--- src/rtl/id_stage.sv ---
// id_stage: instruction-decode stage of the five-stage integer pipeline.
// Decodes the IF/ID instruction, drives the regfile read ports, resolves RAW
// hazards against EX/MEM and registers operands/control into ID/EX.
// Build option: define ID_FORWARD_EN to enable EX/MEM operand forwarding
// (only load-use then stalls); undefined, any pending EX/MEM write to a used
// source stalls and operands come only from the regfile.
module id_stage (
  input  logic        clk,
  input  logic        rst,
  input  logic        if_valid,
  input  logic [31:0] if_pc,
  input  logic [31:0] if_inst,
  output logic        re1,
  output logic        re2,
  output logic [4:0]  raddr1,
  output logic [4:0]  raddr2,
  input  logic [31:0] rdata1,
  input  logic [31:0] rdata2,
  input  logic        ex_we,
  input  logic [4:0]  ex_waddr,
  input  logic [31:0] ex_wdata,
  input  logic        ex_is_load,
  input  logic        mem_we,
  input  logic [4:0]  mem_waddr,
  input  logic [31:0] mem_wdata,
  input  logic        ex_stall,
  input  logic        flush,
  output logic        id_stall_req,
  output logic        id_ex_valid,
  output logic [31:0] id_ex_pc,
  output logic [3:0]  id_ex_aluop,
  output logic [31:0] id_ex_reg1,
  output logic [31:0] id_ex_reg2,
  output logic        id_ex_wreg,
  output logic [4:0]  id_ex_wd,
  output logic        id_ex_load
);

  localparam logic [3:0] ALU_NOP = 4'd0;
  localparam logic [3:0] ALU_AND = 4'd1;
  localparam logic [3:0] ALU_OR  = 4'd2;
  localparam logic [3:0] ALU_XOR = 4'd3;
  localparam logic [3:0] ALU_ADD = 4'd4;
  localparam logic [3:0] ALU_SUB = 4'd5;
  localparam logic [3:0] ALU_SLT = 4'd6;

  localparam logic [5:0] OP_SPECIAL = 6'h00;
  localparam logic [5:0] OP_ADDIU   = 6'h09;
  localparam logic [5:0] OP_ANDI    = 6'h0C;
  localparam logic [5:0] OP_ORI     = 6'h0D;
  localparam logic [5:0] OP_XORI    = 6'h0E;
  localparam logic [5:0] OP_LUI     = 6'h0F;
  localparam logic [5:0] OP_LW      = 6'h23;

  logic [5:0]  opcode;
  logic [5:0]  funct;
  logic [4:0]  rs;
  logic [4:0]  rt;
  logic [4:0]  rd;
  logic [15:0] imm;

  assign opcode = if_inst[31:26];
  assign rs     = if_inst[25:21];
  assign rt     = if_inst[20:16];
  assign rd     = if_inst[15:11];
  assign imm    = if_inst[15:0];
  assign funct  = if_inst[5:0];

  // Read addresses always follow the rs/rt fields; the enables qualify them.
  assign raddr1 = rs;
  assign raddr2 = rt;

  logic [3:0]  r_aluop;
  logic [3:0]  dec_aluop;
  logic [4:0]  dec_wd;
  logic        dec_wreg;
  logic        dec_load;
  logic        dec_imm_sel;
  logic [31:0] dec_imm;

  // R-type function field to ALU operation; unknown functs decode as NOP.
  always_comb begin
    case (funct)
      6'h24:   r_aluop = ALU_AND;
      6'h25:   r_aluop = ALU_OR;
      6'h26:   r_aluop = ALU_XOR;
      6'h21:   r_aluop = ALU_ADD;
      6'h23:   r_aluop = ALU_SUB;
      6'h2A:   r_aluop = ALU_SLT;
      default: r_aluop = ALU_NOP;
    endcase
  end

  // Main decoder: ALU op, read enables, destination and immediate operand.
  always_comb begin
    dec_aluop   = ALU_NOP;
    dec_wd      = 5'd0;
    dec_load    = 1'b0;
    dec_imm_sel = 1'b0;
    dec_imm     = 32'd0;
    re1         = 1'b0;
    re2         = 1'b0;
    if (if_valid) begin
      case (opcode)
        OP_SPECIAL: if (r_aluop != ALU_NOP) begin
          dec_aluop = r_aluop;
          re1       = 1'b1;
          re2       = 1'b1;
          dec_wd    = rd;
        end
        OP_ANDI, OP_ORI, OP_XORI: begin
          dec_aluop   = (opcode == OP_ANDI) ? ALU_AND :
                        (opcode == OP_ORI)  ? ALU_OR  : ALU_XOR;
          re1         = 1'b1;
          dec_wd      = rt;
          dec_imm_sel = 1'b1;
          dec_imm     = {16'h0000, imm};
        end
        OP_ADDIU, OP_LW: begin
          dec_aluop   = ALU_ADD;
          re1         = 1'b1;
          dec_wd      = rt;
          dec_imm_sel = 1'b1;
          dec_imm     = {{16{imm[15]}}, imm};
          dec_load    = (opcode == OP_LW);
        end
        OP_LUI: begin
          // reg1 is a hard zero, so rs is not read and cannot cause a stall.
          dec_aluop   = ALU_OR;
          dec_wd      = rt;
          dec_imm_sel = 1'b1;
          dec_imm     = {imm, 16'h0000};
        end
        default: ;
      endcase
    end
    dec_wreg = (dec_aluop != ALU_NOP) && (dec_wd != 5'd0);
  end

  // Per-source-port hazard detection and operand selection.
  logic [1:0]  src_en;
  logic [4:0]  src_addr  [2];
  logic [31:0] src_rdata [2];
  logic [31:0] src_val   [2];
  logic [1:0]  src_used;
  logic [1:0]  ex_hit;
  logic [1:0]  mem_hit;
  logic [1:0]  src_haz;

  assign src_en       = {re2, re1};
  assign src_addr[0]  = raddr1;
  assign src_addr[1]  = raddr2;
  assign src_rdata[0] = rdata1;
  assign src_rdata[1] = rdata2;

  genvar gi;
  generate
    for (gi = 0; gi < 2; gi++) begin : g_src
      // $0 is never a real dependency: it reads as zero and never stalls.
      assign src_used[gi] = src_en[gi] & (src_addr[gi] != 5'd0);
      assign ex_hit[gi]   = src_used[gi] & ex_we  & (ex_waddr  == src_addr[gi]);
      assign mem_hit[gi]  = src_used[gi] & mem_we & (mem_waddr == src_addr[gi]);
`ifdef ID_FORWARD_EN
      // Youngest producer wins; a load in EX has no data yet, so it stalls.
      assign src_val[gi] = !src_used[gi] ? 32'd0 :
                           ex_hit[gi]    ? ex_wdata :
                           mem_hit[gi]   ? mem_wdata : src_rdata[gi];
      assign src_haz[gi] = ex_hit[gi] & ex_is_load;
`else
      assign src_val[gi] = src_used[gi] ? src_rdata[gi] : 32'd0;
      assign src_haz[gi] = ex_hit[gi] | mem_hit[gi];
`endif
    end
  endgenerate

`ifndef ID_FORWARD_EN
  // Forwarded data and the load flag only matter when forwarding is built in.
  logic unused_fwd;
  assign unused_fwd = ^{ex_wdata, mem_wdata, ex_is_load};
`endif

  logic        hazard;
  logic [31:0] op1;
  logic [31:0] op2;

  assign hazard       = |src_haz;
  assign op1          = src_val[0];
  assign op2          = dec_imm_sel ? dec_imm : src_val[1];
  assign id_stall_req = (hazard | ex_stall) & ~flush & ~rst;

  // ID/EX register: reset > flush > downstream hold > bubble > capture.
  always_ff @(posedge clk) begin
    if (rst || flush || (!ex_stall && hazard)) begin
      id_ex_valid <= 1'b0;
      id_ex_pc    <= 32'd0;
      id_ex_aluop <= ALU_NOP;
      id_ex_reg1  <= 32'd0;
      id_ex_reg2  <= 32'd0;
      id_ex_wreg  <= 1'b0;
      id_ex_wd    <= 5'd0;
      id_ex_load  <= 1'b0;
    end else if (!ex_stall) begin
      id_ex_valid <= if_valid;
      id_ex_pc    <= if_pc;
      id_ex_aluop <= dec_aluop;
      id_ex_reg1  <= op1;
      id_ex_reg2  <= op2;
      id_ex_wreg  <= dec_wreg;
      id_ex_wd    <= dec_wd;
      id_ex_load  <= dec_load;
    end
  end

endmodule

--- config.mk ---
export PLATFORM = sky130hd
export DESIGN_NAME = id_stage
export DESIGN_NICKNAME = d
export VERILOG_FILES = /design/src/rtl/id_stage.sv
export SDC_FILE = /design/constraint.sdc
export NUM_CORES = 1
export LEC_CHECK = 0
export ABC_AREA = 1
export CAP_MARGIN = 40
export CORE_AREA = 2 2 128 130
export CTS_BUF_LIST = sky130_fd_sc_hd__clkbuf_16
export CTS_CLUSTER_DIAMETER = 60
export DETAILED_ROUTE_END_ITERATION = 10
export DIE_AREA = 0 0 130 132
export GPL_TIMING_DRIVEN = 0
export PLACE_DENSITY_LB_ADDON = 0.08
export SYNTH_ARGS = -nofsm -noshare
export SYNTH_HDL_FRONTEND = slang
export SYNTH_SLANG_ARGS = --single-unit
--- constraint.sdc ---
create_clock -name clk -period 2.27 [get_ports clk]
set_input_delay 0.454 -clock clk [delete_from_list [all_inputs] [get_ports clk]]
set_output_delay 0.454 -clock clk [all_outputs]
set_load 0.05 [all_outputs]
After elaboration in Yosys (flattened, before gate mapping). Index checks and enable logic that the tools add are counted.

Eq/ne operators: 16. Muxes and demuxes: 23. Bitwise operators: 17. Reduce and logical (&&, ||, !) cells: 16.

Operators by type and width (count): $mux W32 (4); $pmux W32 S3 (1); $eq A6 B6 Y1 const B (7); $eq A6 B4 Y1 const B (5); $eq A5 B5 Y1 (4); $pmux W3 S6 (1); $pmux W4 S4 (1); $reduce_bool A5 Y1 (3); $and A1 B1 Y1 (12); $mux W5 (2); $pmux W5 S2 (1); $mux W1 (9); $mux W4 (2); $reduce_bool A4 Y1 (2); $logic_not A6 Y1 (1); $reduce_or A6 Y1 (1); $reduce_or A5 Y1 (1); $reduce_or A2 Y1 (2); $or A1 B1 Y1 (3); $reduce_or A3 Y1 (1); $logic_and A1 B1 Y1 (2); $logic_or A1 B1 Y1 (2); $mux W2 (1); $not A1 Y1 (2); other kinds (2) (2).

Flip-flop bits (word level): 108. Input bits: 210. Output and inout port bits: 121. Word-level logic and storage cells: 80.

Longest topological paths before layout.
Depth in word-level cells: 14. Depth in mapped cells: 14. Mapped depth without buffers: 12.

Worst setup path after synthesis. Ideal clock, no wire load.

Path kind: input-to-output. Start point: input if_inst[31]. End point: output id_stall_req. Arrival time: 2.194 ns. Data required time: 1.816 ns. Slack: -0.378 ns. Stages on the path: 9. Path buffers: 0. Path through: nor2_1 > inv_1 > nor3b_4 > nand2_2 > o21ai_2 > nand3_1 > nand2_1 > o21ai_0 > inv_1.

Longest elaborated chain between the ends: 12. Elaborated cells between the ends (all ways): 27. Classes of those cells: eq/ne: 5; mux: 4; bitwise: 15; reduce/logical: 3.

Ends and longest elaborated chain: start, declared (line 12) `input logic [31:0] if_inst,`; $eq A6 B4 Y1 or $eq A6 B6 Y1 (tied branches) (line 104) `case (opcode)`; $reduce_or A5 Y1 (no line); $pmux W1 S2 * (line 104); $mux W1 * (line 103) `if (if_valid) begin`; via re1 (line 13) `output logic re1,`; $and A1 B1 Y1 * (line 160) `assign src_used[gi] = src_en[gi] & (src_addr[gi] != 5'd0);`; $and A1 B1 Y1 (on tied branches) (2 in series) (line 161, 162); $or A1 B1 Y1 * (line 171) `assign src_haz[gi] = ex_hit[gi] | mem_hit[gi];`; $reduce_or A2 Y1 * (line 186) `assign hazard = |src_haz;`; $or A1 B1 Y1 * (line 189) `assign id_stall_req = (hazard | ex_stall) & ~flush & ~rst;`; $and A1 B1 Y1 * (2 in series) (line 189); end, declared (line 28) `output logic id_stall_req,`.

The timed path passes the listed nets; every way through them passes the cells marked *.

Final worst setup path.
Start point: input ex_we. End point: output id_stall_req.

Longest elaborated chain between the ends: 7. Elaborated cells between the ends (all ways): 10. Classes of those cells: bitwise: 9; reduce/logical: 1.

Ends and longest elaborated chain: start, declared (line 19) `input logic ex_we,`; $and A1 B1 Y1 (2 in series) (line 161) `assign ex_hit[gi] = src_used[gi] & ex_we & (ex_waddr == src_addr[gi]);`; $or A1 B1 Y1 (line 171); $reduce_or A2 Y1 * (line 186); $or A1 B1 Y1 * (line 189); $and A1 B1 Y1 * (2 in series) (line 189).

Mark *: on every way between the ends. The rest lies on a longest branch, timed or not.

==> flow_summary.json <==
{
  "drt_wl_total_um": 18400,
  "ys_ff_latch": 107,
  "final_common_cell": "clkdlybuf4s50_1",
  "slew_violations": 0,
  "row_count": 46,
  "fin_nets": 1223,
  "fmax_mhz": 456,
  "slew_headroom": 0.617,
  "place_area_um2": 7890,
  "regToRegSetupSlack_ns": 1.63,
  "grt_usage": 0.209,
  "cts_buffers": 9,
  "first_iter_violations": 221,
  "diodes": 0,
  "status": "finished clean",
  "first_pass_iters": 5,
  "hold_end": "id_ex_reg1[29]",
  "clk_pin_slew_ns": 0.07,
  "grt.overflow.total": 0,
  "cp.required_ns": 1.82,
  "cts.sinks": 107,
  "rsz0062_at_grt": "true",
  "syn_inst": 733,
  "yosys_warnings": 0,
  "setup_violations": 0,
  "drive_gt1_frac": 0.115,
  "cts_tree": "built",
  "p_seq_frac": 0.455,
  "antenna_found_initial": 0,
  "grt_pass1_vias": 5472,
  "reg2reg_depth": 2,
  "max_slew.worst_pin.slew_ns": 0.572,
  "io_buffers": 262,
  "dieArea_um2": 17200,
  "hold_viol": 0,
  "hpwlAfterDp_um": 14100,
  "cts_root_buf": "clkbuf_16",
  "vdd_ir_drop_max_v": 0.000333,
  "mostFrequentLayoutCells": "clkdlybuf4s50_1, nand2_1, a21oi_1",
  "utilization": 0.531,
  "cp.arrival_ns": 1.74,
  "r2r_start": "id_ex_wd[3]",
  "coreArea_um2": 15700,
  "cp_max_fo": 2,
  "switching_share": 0.286,
  "grt_start_max_net_pins": 20,
  "worstHoldPathType": "reg2reg",
  "period_share": 0.967,
  "ant_nets": 0,
  "wl_per_cell_um": 14.9,
  "via_per_inst": 4.72,
  "yosysSeqAreaShare": 0.431,
  "path_class": "in2out",
  "synth_cell_types": 27,
  "period_minus_slack_ns": 2.20,
  "vias": 5821,
  "r2r_end": "id_ex_wd[3]",
  "area_growth_pct": 67.8,
  "power_switching_mw": 1.20,
  "clk_latency_ns": 0.35,
  "cp-end-kind": "output port",
  "die_w_um": 130,
  "min_from": "id_ex_reg1[29]",
  "critPathLaunchType": "input port",
  "globalplace.congestion": 0.851,
  "pwr-share-comb": 0.186,
  "cap_violations": 0,
  "grt_pass1_wl_um": 28300,
  "fin_area_um2": 8350,
  "p_leak_nw": 3.25,
  "p_int_mw": 3.00,
  "start_util": 0.317,
  "min_path_cells": 2,
  "synthesis.nets": 943,
  "ios": 331,
  "cts_max_level": 3,
  "syn_area_per_cell_um2": 6.79,
  "drc": 0,
  "num-fill-cells": 1648,
  "clockPowerShare": 0.359,
  "die_y_um": 132,
  "cts_buffer_depth": 2,
  "syn-cell-area_um2": 4970,
  "finClkSkew_ns": 0,
  "power.density_nw_per_um2": 504
}
[sequential cells by signal, indices dropped and copies added, names as in the netlist]
register     flops
id_ex_pc        32
id_ex_reg1      32
id_ex_reg2      32
id_ex_wd         5
id_ex_aluop      3
id_ex_load       1
id_ex_valid      1
id_ex_wreg       1
[cell usage after synthesis, drive strengths merged]
| cell | number | area share |
|---|---|---|
| buf | 30 | 0.042 |
| a211oi | 1 | 0.0015 |
| nand4 | 2 | 0.0025 |
| o21ai | 20 | 0.021 |
| a31oi | 1 | 0.0013 |
| nand2 | 210 | 0.16 |
| nor2 | 65 | 0.050 |
| nor3 | 7 | 0.0093 |
| dfxtp | 107 | 0.43 |
| clkbuf | 31 | 0.023 |
| and2 | 1 | 0.0013 |
| nand3 | 68 | 0.068 |
| o211ai | 2 | 0.0030 |
| inv | 33 | 0.025 |
| o22ai | 8 | 0.010 |
| o21bai | 1 | 0.0015 |
| xor2 | 1 | 0.0018 |
| conb | 1 | 0.00075 |
| a21oi | 143 | 0.14 |
| nor3b | 1 | 0.0038 |
[kinds of logic after synthesis]
group / after synthesis / synth area share
DFF: 107 / 0.431
and+or+nand+nor: 354 / 0.294
xor gates and xnor gates: 1 / 0.00176
other: 1 / 0.000754
buffers and inverters: 94 / 0.0903
AOI/OAI and AO/OA: 176 / 0.182
[cell type report]
type / count / area, µm² / share of cell area
flip-flops and latches: 107 / 2140 / 0.257
well taps: 216 / 270 / 0.0324
repair buffers: 270 / 2650 / 0.318
multi-input cells: 532 / 2560 / 0.307
clock buffers: 9 / 225 / 0.0270
inverters: 33 / 124 / 0.0148
clock inverters: 7 / 51.3 / 0.00615
plain buffers: 60 / 323 / 0.0387
[worst max-delay path by stage]
stage,startpoint,end,slack [ns]
2_1_floorplan,if_inst[31],id_stall_req,-0.08
3_3_place_gp,if_inst[2],id_stall_req,-1.29
3_5_place_dp,if_inst[31],id_stall_req,-1.31
4_1_cts,if_inst[30],id_stall_req,-0.15
5_1_grt,if_inst[0],id_stall_req,-0.05
6_report,ex_we,id_stall_req,0.07
[worst max-delay path, cell delays in order]
cell             delay, ns
clkdlybuf4s50_1       0.47
o21ai_1               0.06
a21oi_1               0.13
nand3_1               0.09
nand2_1               0.09
nand3_2               0.08
nand2_2               0.09
o21ai_2               0.07
inv_2                 0.07
buf_8                 0.14
[power groups by stage]
stage	combinational (mW)	sequential, mW	clock [mW]
finish	0.782	1.91	1.51
global route	0.844	1.92	1.63
floorplan	0.269	2.04	0
CTS	0.771	1.91	1.56
global placement	0.774	1.96	0
detailed placement	0.772	1.96	0
[per-stage QoR]
stage,hold slack [ns],power (mW),setup WS (ns),cells,setup TNS [ns]
floorplan,0.599,2.31,-0.0835,733,-0.0835
CTS,0.463,4.25,-0.146,1231,-0.146
global placement,0.448,2.73,-1.29,1211,-74.58
global route,0.480,4.39,-0.0527,1234,-0.0527
finish,0.461,4.20,0.0750,1234,0
detailed placement,0.452,2.73,-1.31,1211,-76.62
[timing repair]
item / in CTS / in global routing
endpoints found under the setup margin: 120 / 73
endpoints found under the hold margin: 0 / 0
resized for setup: 61 / 86
pin swaps: 8 / 19
hold buffers: 0 / 0
buffers inserted: 5 / 3
[metal layers]
metal | track usage | wire length [µm]
met1 | 0.256 | 7640
met2 | 0.348 | 8730
met3 | 0.0698 | 1750
met4 | 0.0579 | 271
met5 | 0 | 0
No activity file was read; power rests on OpenSTA's default activity.
